`src/rtl/riscv_multi_ctrl.sv`:
```
// Multi-cycle control FSM for the RV32I multi-cycle core.
// Moore outputs from the current state plus combinational decode of the latched instruction.
module riscv_multi_ctrl (
  input  logic        clk_i,
  input  logic        rst_i,
  input  logic [31:0] instr_i,
  input  logic        zero_i,
  output logic        pc_we_o,
  output logic        ir_we_o,
  output logic        mem_we_o,
  output logic        reg_we_o,
  output logic        adr_src_o,
  output logic [1:0]  alu_src_a_o,
  output logic [1:0]  alu_src_b_o,
  output logic [1:0]  res_src_o,
  output logic [2:0]  imm_src_o,
  output logic [3:0]  alu_ctrl_o,
  output logic        error_o,
  output logic [3:0]  state_o
);

  typedef enum logic [3:0] {
    S_FETCH    = 4'd0,
    S_DECODE   = 4'd1,
    S_MEMADR   = 4'd2,
    S_MEMREAD  = 4'd3,
    S_MEMWB    = 4'd4,
    S_MEMWRITE = 4'd5,
    S_EXECR    = 4'd6,
    S_EXECI    = 4'd7,
    S_ALUWB    = 4'd8,
    S_JAL      = 4'd9,
    S_BRANCH   = 4'd10,
    S_LUI      = 4'd11,
    S_ERROR    = 4'd15
  } state_e;

  localparam logic [6:0] OP_LOAD   = 7'b0000011;
  localparam logic [6:0] OP_STORE  = 7'b0100011;
  localparam logic [6:0] OP_RTYPE  = 7'b0110011;
  localparam logic [6:0] OP_ITYPE  = 7'b0010011;
  localparam logic [6:0] OP_JAL    = 7'b1101111;
  localparam logic [6:0] OP_LUI    = 7'b0110111;
  localparam logic [6:0] OP_BRANCH = 7'b1100011;

  localparam logic [3:0] ALU_ADD  = 4'b0000;
  localparam logic [3:0] ALU_SUB  = 4'b0001;
  localparam logic [3:0] ALU_AND  = 4'b0010;
  localparam logic [3:0] ALU_OR   = 4'b0011;
  localparam logic [3:0] ALU_XOR  = 4'b0100;
  localparam logic [3:0] ALU_SLT  = 4'b0101;
  localparam logic [3:0] ALU_SLTU = 4'b0110;
  localparam logic [3:0] ALU_SLL  = 4'b0111;
  localparam logic [3:0] ALU_SRL  = 4'b1000;
  localparam logic [3:0] ALU_SRA  = 4'b1001;

  localparam logic [2:0] IMM_I = 3'b000;
  localparam logic [2:0] IMM_S = 3'b001;
  localparam logic [2:0] IMM_B = 3'b010;
  localparam logic [2:0] IMM_J = 3'b011;
  localparam logic [2:0] IMM_U = 3'b100;

  // I-type ops share the R-type table; only funct3 000 ignores the alt bit (addi has no subi).
  function automatic logic [3:0] alu_decode(input logic [2:0] funct3,
                                            input logic       alt,
                                            input logic       is_rtype);
    logic [3:0] code;
    code = ALU_ADD;
    case (funct3)
      3'b000: begin
        if (alt && is_rtype) code = ALU_SUB;
        else                 code = ALU_ADD;
      end
      3'b001: code = ALU_SLL;
      3'b010: code = ALU_SLT;
      3'b011: code = ALU_SLTU;
      3'b100: code = ALU_XOR;
      3'b101: begin
        if (alt) code = ALU_SRA;
        else     code = ALU_SRL;
      end
      3'b110: code = ALU_OR;
      3'b111: code = ALU_AND;
      default: code = ALU_ADD;
    endcase
    return code;
  endfunction

  state_e      state_q;
  state_e      state_d;
  logic [6:0]  opcode_s;
  logic [2:0]  funct3_s;
  logic        funct7b5_s;
  logic        unused_instr_s;

  logic        pc_we_s;
  logic        ir_we_s;
  logic        mem_we_s;
  logic        reg_we_s;
  logic        adr_src_s;
  logic [1:0]  alu_src_a_s;
  logic [1:0]  alu_src_b_s;
  logic [1:0]  res_src_s;
  logic [3:0]  alu_ctrl_s;
  logic        error_s;

  assign opcode_s       = instr_i[6:0];
  assign funct3_s       = instr_i[14:12];
  assign funct7b5_s     = instr_i[30];
  assign unused_instr_s = ^{instr_i[31], instr_i[29:15], instr_i[11:7]};

  // State register with synchronous reset.
  always_ff @(posedge clk_i) begin
    if (rst_i) state_q <= S_FETCH;
    else       state_q <= state_d;
  end

  // Next-state logic.
  always_comb begin
    state_d = state_q;
    case (state_q)
      S_FETCH:  state_d = S_DECODE;
      S_DECODE: begin
        case (opcode_s)
          OP_LOAD, OP_STORE: state_d = S_MEMADR;
          OP_RTYPE:          state_d = S_EXECR;
          OP_ITYPE:          state_d = S_EXECI;
          OP_JAL:            state_d = S_JAL;
          OP_LUI:            state_d = S_LUI;
          OP_BRANCH: begin
            if (funct3_s == 3'b000 || funct3_s == 3'b001) state_d = S_BRANCH;
            else                                          state_d = S_ERROR;
          end
          default:           state_d = S_ERROR;
        endcase
      end
      S_MEMADR: begin
        if (opcode_s == OP_STORE) state_d = S_MEMWRITE;
        else                      state_d = S_MEMREAD;
      end
      S_MEMREAD:  state_d = S_MEMWB;
      S_MEMWB:    state_d = S_FETCH;
      S_MEMWRITE: state_d = S_FETCH;
      S_EXECR:    state_d = S_ALUWB;
      S_EXECI:    state_d = S_ALUWB;
      S_ALUWB:    state_d = S_FETCH;
      S_JAL:      state_d = S_ALUWB;
      S_BRANCH:   state_d = S_FETCH;
      S_LUI:      state_d = S_ALUWB;
      S_ERROR:    state_d = S_ERROR;
      default:    state_d = S_ERROR;
    endcase
  end

  // Moore control outputs per state.
  always_comb begin
    pc_we_s     = 1'b0;
    ir_we_s     = 1'b0;
    mem_we_s    = 1'b0;
    reg_we_s    = 1'b0;
    adr_src_s   = 1'b0;
    alu_src_a_s = 2'b00;
    alu_src_b_s = 2'b00;
    res_src_s   = 2'b00;
    alu_ctrl_s  = ALU_ADD;
    error_s     = 1'b0;
    case (state_q)
      S_FETCH: begin
        ir_we_s     = 1'b1;
        pc_we_s     = 1'b1;
        alu_src_b_s = 2'b10;
        res_src_s   = 2'b10;
      end
      S_DECODE: begin
        alu_src_a_s = 2'b01;
        alu_src_b_s = 2'b01;
      end
      S_MEMADR: begin
        alu_src_a_s = 2'b10;
        alu_src_b_s = 2'b01;
      end
      S_MEMREAD: adr_src_s = 1'b1;
      S_MEMWB: begin
        res_src_s = 2'b01;
        reg_we_s  = 1'b1;
      end
      S_MEMWRITE: begin
        adr_src_s = 1'b1;
        mem_we_s  = 1'b1;
      end
      S_EXECR: begin
        alu_src_a_s = 2'b10;
        alu_ctrl_s  = alu_decode(funct3_s, funct7b5_s, 1'b1);
      end
      S_EXECI: begin
        alu_src_a_s = 2'b10;
        alu_src_b_s = 2'b01;
        alu_ctrl_s  = alu_decode(funct3_s, funct7b5_s, 1'b0);
      end
      S_ALUWB: reg_we_s = 1'b1;
      S_JAL: begin
        alu_src_a_s = 2'b01;
        alu_src_b_s = 2'b10;
        pc_we_s     = 1'b1;
      end
      S_BRANCH: begin
        alu_src_a_s = 2'b10;
        alu_ctrl_s  = ALU_SUB;
        // funct3[0] distinguishes bne from beq
        if (funct3_s[0]) pc_we_s = ~zero_i;
        else             pc_we_s = zero_i;
      end
      S_LUI: begin
        alu_src_a_s = 2'b11;
        alu_src_b_s = 2'b01;
      end
      S_ERROR: error_s = 1'b1;
      default: error_s = 1'b1;
    endcase
  end

  // Immediate format straight from the opcode, independent of state.
  always_comb begin
    imm_src_o = IMM_I;
    case (opcode_s)
      OP_LOAD, OP_ITYPE: imm_src_o = IMM_I;
      OP_STORE:          imm_src_o = IMM_S;
      OP_BRANCH:         imm_src_o = IMM_B;
      OP_JAL:            imm_src_o = IMM_J;
      OP_LUI:            imm_src_o = IMM_U;
      default:           imm_src_o = IMM_I;
    endcase
  end

  // Reset masks every write enable and the error flag in the reset cycle itself.
  always_comb begin
    alu_src_a_o = alu_src_a_s;
    alu_src_b_o = alu_src_b_s;
    res_src_o   = res_src_s;
    alu_ctrl_o  = alu_ctrl_s;
    adr_src_o   = adr_src_s;
    state_o     = state_q;
    if (rst_i) begin
      pc_we_o  = 1'b0;
      ir_we_o  = 1'b0;
      mem_we_o = 1'b0;
      reg_we_o = 1'b0;
      error_o  = 1'b0;
    end else begin
      pc_we_o  = pc_we_s;
      ir_we_o  = ir_we_s;
      mem_we_o = mem_we_s;
      reg_we_o = reg_we_s;
      error_o  = error_s;
    end
  end

endmodule

```
`config.mk`:
```
export PLATFORM = sky130hd
export DESIGN_NAME = riscv_multi_ctrl
export DESIGN_NICKNAME = d
export VERILOG_FILES = /design/src/rtl/riscv_multi_ctrl.sv
export SDC_FILE = /design/constraint.sdc
export NUM_CORES = 1
export LEC_CHECK = 0
export CAP_MARGIN = 15
export CORE_MARGIN = 8
export CORE_UTILIZATION = 31
export CTS_CLUSTER_SIZE = 20
export DETAILED_ROUTE_END_ITERATION = 10
export PLACE_DENSITY = 0.86
export SYNTH_ARGS = -nofsm -noshare
export SYNTH_HDL_FRONTEND = slang
export SYNTH_SLANG_ARGS = --single-unit
```
`constraint.sdc`:
```
create_clock -name clk_i -period 1.65 [get_ports clk_i]
set_input_delay 0.33 -clock clk_i [delete_from_list [all_inputs] [get_ports clk_i]]
set_output_delay 0.33 -clock clk_i [all_outputs]
set_load 0.01 [all_outputs]
```
Word level (Yosys, flattened, before mapping)

Index checks and enable logic that the tools add are counted.

Equality and inequality tests: 25
Multiplexer cells: 25
Bitwise logic cells: 1
Reductions and logical operators: 13

Operators by type and width:

| kind               | number |
|---|---|
| $pmux 4 s8         | 2 |
| $pmux 4 s6         | 2 |
| $eq 7x6->1 const B | 3 |
| $eq 4x3->1 const B | 4 |
| $eq 4x4->1 const B | 4 |
| $reduce_or 4->1    | 4 |
| $eq 7x7->1 const B | 2 |
| $mux 1             | 13 |
| $eq 3x3->1 const B | 4 |
| $pmux 3 s4         | 1 |
| $pmux 4 s3         | 1 |
| $reduce_or 12->1   | 1 |
| $reduce_or 2->1    | 5 |
| $eq 4x2->1 const B | 2 |
| $pmux 2 s2         | 2 |
| $eq 7x2->1 const B | 1 |
| $eq 7x5->1 const B | 1 |
| $eq 3x2->1 const B | 2 |
| $mux 3             | 2 |
| $pmux 2 s3         | 1 |
| $eq 4x1->1 const B | 1 |
| $logic_not 4->1    | 1 |
| $eq 3x1->1 const B | 1 |
| $logic_not 3->1    | 1 |
| 3 further kinds    | 3 |

Bits in registers: 4
Output and inout port bits: 23
Word-level logic and storage cells: 65

Depth between registers and ports, before layout

Depth after elaboration: 5
Depth in mapped cells: 5
Depth with buffers taken out: 5

Worst setup path after synthesis

No wires, ideal clock.

Path type: register to output
Start point: register state_q[3] (netlist: state_o[3])
End point: output pc_we_o
Arrival: 1438 ps
Required time: 1320 ps
Setup slack: -118 ps
Stages on the path, launching flop included: 4
Cells stage by stage: dfxtp_1 -> buf_2 -> a31oi_1 -> a2111oi_0

Longest elaborated chain between the ends: 4
Elaborated cells between the ends (all ways): 6
Classes of those cells: eq/ne (2); mux (2); reduce/logical (2)

Ends and longest elaborated chain:

| what                                                 | line | RTL |
|---|---|---|
| start, declared                                      | 89   | `state_e state_q;` |
| start signal, assigned                               | 115  | `else state_q <= state_d;` |
| $eq 4x4->1 / $logic_not 4->1 (equally long branches) | 167  | `case (state_q)` |
| $reduce_or 2->1 (no line)                            | --   |  |
| $pmux 1 s2 (*)                                       | 167  |  |
| $mux 1 (*)                                           | 243  | `if (rst_i) begin` |
| end, declared                                        | 8    | `output logic pc_we_o,` |

Every way passes the cells marked *; elsewhere a longest branch is shown, timed or not.

Worst setup path after layout

Start point: register state_q[2] (netlist: state_o[2])
End point: output alu_ctrl_o[0]

Longest elaborated chain between the ends: 2
Elaborated cells between the ends (all ways): 4
Classes of those cells: eq/ne (3); mux (1)

Ends and longest elaborated chain:

| what                                            | line | RTL |
|---|---|---|
| $eq 4x4->1 / $eq 4x3->1 (equally long branches) | 167  |  |
| $pmux 4 s3 (*)                                  | 167  |  |
| end, declared                                   | 17   | `output logic [3:0] alu_ctrl_o,` |

Marked as above.

==> parameters.txt <==
Parameter                              Value

Global routing
  GR Util met3    3.086%
  Pin count of the biggest net entering global routing    13
  Antenna violations before repair    0
  Global-route wire length before repair    4236 um
  Global-route total usage across every layer    14.25%
  Gr busiest metal    met2
  Total congestion overflow    0
  GR Layer Usage met2    27.92%
  GR met1 Demand/Resource    14.69%
  Vias in the first global route    1,018

Timing
  Maximum clock rate    592.1 MHz
  Final WS setup    -0.03883 ns
  Final-layout setup total negative slack    -0.05665 ns
  Shortest period the worst path allows    1.689 ns
  Period utilization    102.4%
  Final Slew Violations    0
  Number of endpoints failing setup at the final stage    2
  Setup repair after global routing missed its margin    yes
  Clock Skews    0.001360 ns
  Slew @ Worst Pin    0.3076 ns
  Hold violation total from the final report    0
  Headroom to the max-slew limit    79.34%

Power
  Share of power burned in the clock network    6.2%
  Pwr Total    2.052 mW
  Leakage power summed over all cells    0.6098 nW
  Sw Pwr    927.2 uW
  Total power density per cell area    1573 mW/mm^2
  Comb pwr share    81.6%
  Flop pwr share    12.3%
  Switching Share    45.17%
  Int Pwr    1.125 mW
  Maximum vdd ir drop    0.6853 mV

CTS
  Clock tree from TritonCTS    yes
  CTS Root Cell    sky130_fd_sc_hd__clkbuf_4
  Cts hold-fix bufs    0
  Number of post-CTS setup repair buffers    0
  H-Tree Depth    1
  Worst-path clk slew    0.04 ns
  TritonCTS sink count    4
  Clock insertion delay at the later pin of the skew report    0.24 ns
  Clock buffer count from CTS    3
  Longest Clk Path Bufs    2

Worst setup path
  Biggest cell delay along the critical path    0.39 ns
  Critical Path Source    state_o[2]
  Reg-to-reg setup timing slack    0.17 ns
  Cell at the slowest stage of the critical path    sky130_fd_sc_hd__dfxtp_4
  Worst EP arrival    1.36 ns
  Depth of the most critical reg-to-reg path    5
  Critical register-to-register path startpoint    state_o[3]
  Kind of cell with the highest combined delay on the critical path    flip-flops
  Crit path cell chain    buf_6, inv_2, a221o_1, and3_1, buf_2
  Req. time, crit path    1.32 ns
  Worst Setup Path Type    flop to output port
  Worst path buffer plus inverter count    3
  Endpoint kind of the worst setup timing path    output port
  CP max FO    6
  Startpoint type of the worst setup path    flop
  Reg-to-Reg End    state_o[0]

Floorplan
  Chip width    61.90 um
  Effective utilization at floorplan    32.95%
  Number of top-level pins    58
  Number of core rows    16
  Placeable core region    0.001982 sq mm
  Vertical die dimension    61.90 um
  Die Outline Area    0.003832 sq mm

Placement
  IO buf count    36
  HPWL after detailed placement    2029 um
  Final estimated routing congestion in global placement    0.8010
  Pre-CTS setup slack    -0.8189 ns

Logic synthesis
  Number of standard cells after synthesis    101
  Cell accounting for the most synthesized area    sky130_fd_sc_hd__dfxtp_1
  Cell area after synthesis    653.1 sq um
  Unique cell type count in the Yosys netlist    38
  Synthesis warning total    0
  Register bit count reported by yosys    4
  Mapped Avg Cell Area    6.467 sq um
  Sequential area share after synthesis    12.26%
  Post-synth net total    136
  Portion of synthesized cell area occupied by the leading cell type    12.26%
  Largest cells by area after synthesis    sky130_fd_sc_hd__dfxtp_1, sky130_fd_sc_hd__nor2_1, sky130_fd_sc_hd__nor3_1

Layout
  Most frequent standard cell in the layout excluding fill and tap cells    sky130_fd_sc_hd__buf_4
  Footprint of the multi-input gates    621.8 sq um
  Antenna diode count    0
  Share of cells above drive strength 1    51.81%
  Post-layout nets    203
  Filler instances    175
  Number of flip-flops under the largest register name    4
  Register cell area after layout    88.84 sq um
  Layout area overhead    99.81%
  Highest-count cells in the layout ignoring fill and taps    sky130_fd_sc_hd__buf_4, sky130_fd_sc_hd__buf_2, sky130_fd_sc_hd__nor2_1, sky130_fd_sc_hd__clkbuf_2, sky130_fd_sc_hd__nand2_1

Route
  Antenna viol nets, final    0
  Average detailed-routed wire length per instance    13.91 um
  First-pass iteration count of the detailed router    4
  Total wirelength of the detailed-routed design    2684 um
  Post-detailed-route DRC marker count    0
  Drt first-iter violations    16
  Via count    1,018
  Detail-routed via count per cell    5.275

Run
  MaxCap Viol Count    0

Run status
  Run status    finished, violations left
  Violations in the final reports    setup timing

Min path
  Hold path cells    3
  Class of the tightest hold or removal check    input port to flop
  Worst min-delay path startpoint    rst_i
  Hold Crit Endpoint    state_o[2]
==> cell usage after synthesis <==
library cell / number
sky130_fd_sc_hd__nor2b_1: 2
sky130_fd_sc_hd__a2111oi_0: 1
sky130_fd_sc_hd__a31oi_1: 2
sky130_fd_sc_hd__buf_2: 4
sky130_fd_sc_hd__a311oi_1: 1
sky130_fd_sc_hd__o32ai_1: 1
sky130_fd_sc_hd__inv_1: 4
sky130_fd_sc_hd__o211ai_1: 1
sky130_fd_sc_hd__nand2b_2: 1
sky130_fd_sc_hd__or3b_2: 1
sky130_fd_sc_hd__a211oi_1: 3
sky130_fd_sc_hd__nand3b_1: 2
sky130_fd_sc_hd__clkbuf_1: 3
sky130_fd_sc_hd__o21bai_1: 1
sky130_fd_sc_hd__nand3_1: 3
sky130_fd_sc_hd__a221o_1: 1
sky130_fd_sc_hd__buf_1: 1
sky130_fd_sc_hd__xor2_1: 3
sky130_fd_sc_hd__o21ai_0: 5
sky130_fd_sc_hd__and2_1: 1
sky130_fd_sc_hd__a21oi_1: 7
sky130_fd_sc_hd__nor2_1: 12
sky130_fd_sc_hd__nand2b_1: 2
sky130_fd_sc_hd__xnor2_1: 3
sky130_fd_sc_hd__nand4b_1: 2
sky130_fd_sc_hd__o221a_2: 1
sky130_fd_sc_hd__dfxtp_1: 4
sky130_fd_sc_hd__and3_1: 1
sky130_fd_sc_hd__nand2_1: 7
sky130_fd_sc_hd__o21a_1: 1
sky130_fd_sc_hd__nor4_1: 3
sky130_fd_sc_hd__nor3b_1: 2
sky130_fd_sc_hd__a211oi_2: 1
sky130_fd_sc_hd__mux2i_1: 1
sky130_fd_sc_hd__nor3_1: 8
sky130_fd_sc_hd__a2111oi_1: 1
sky130_fd_sc_hd__or2_2: 3
sky130_fd_sc_hd__o22ai_1: 1
==> worst reg2reg max path, cell delays in order, from the launching register on <==
cell and delay, ns:
sky130_fd_sc_hd__dfxtp_4 0.36, sky130_fd_sc_hd__buf_6 0.14, sky130_fd_sc_hd__or2_4 0.26, sky130_fd_sc_hd__buf_4 0.15, sky130_fd_sc_hd__o221a_2 0.25, sky130_fd_sc_hd__a311oi_1 0.23
==> metal layers <==
layer,part of all wire (%),vias to the layer above
li1,-,503
met1,41,480
met2,53,35
met3,5.4,0
met4,0,0
met5,0,-
==> per-stage QoR <==
step	area, sq um	hold slack [ns]	std cells	utilization [%]
after floorplan	659.4	0.5975	101	-
after global placement	1274	0.6558	190	64.27
after detailed placement	1274	0.6577	190	64.27
after CTS	1295	0.5820	193	65.34
after global routing	1305	0.5955	193	65.85
final	1305	0.5857	193	65.85
==> worst max-delay path by stage <==
stage,slack [ns],end,cells after the start
after floorplan,0.10,pc_we_o,3
after global routing,-0.11,pc_we_o,4
after CTS,-0.25,pc_we_o,5
final,-0.04,alu_ctrl_o[0],5
after global placement,-0.76,pc_we_o,5
after detailed placement,-0.82,pc_we_o,5
==> power by group through the flow <==
stage / clock [mW] / sequential [mW] / combinational, mW
after detailed placement: 0 / 0.215 / 1.68
after floorplan: 0 / 0.218 / 0.787
after global routing: 0.135 / 0.262 / 1.82
final: 0.127 / 0.252 / 1.67
after CTS: 0.129 / 0.231 / 1.64
after global placement: 0 / 0.214 / 1.64
==> cell type report <==
type | count | area share, %
multi-input cells | 85 | 47.65
inverters | 4 | 1.151
well taps | 27 | 2.589
clock buffers | 3 | 1.726
repair buffers | 70 | 40.08
flip-flops and latches | 4 | 6.807
==> logic make-up (layout without fill, tap and decap cells) <==
group / count (synthesis) / in the layout / synth area share [%]
DFF: 4 / 4 / 12.26
AOI/OAI and AO/OA: 28 / 28 / 29.69
and+or+nand+nor: 50 / 50 / 40.81
xor gates and xnor gates: 6 / 6 / 8.047
muxes: 1 / 1 / 1.533
buffers and inverters: 12 / 77 / 7.662
==> repair_timing <==
action | CTS | global route
endpoints found under the setup margin | 25 | 20
pin swaps | 4 | 9
gates resized for setup | 94 | 39
endpoints found under the hold margin | 0 | 0
No activity file was read; power rests on OpenSTA's default activity.
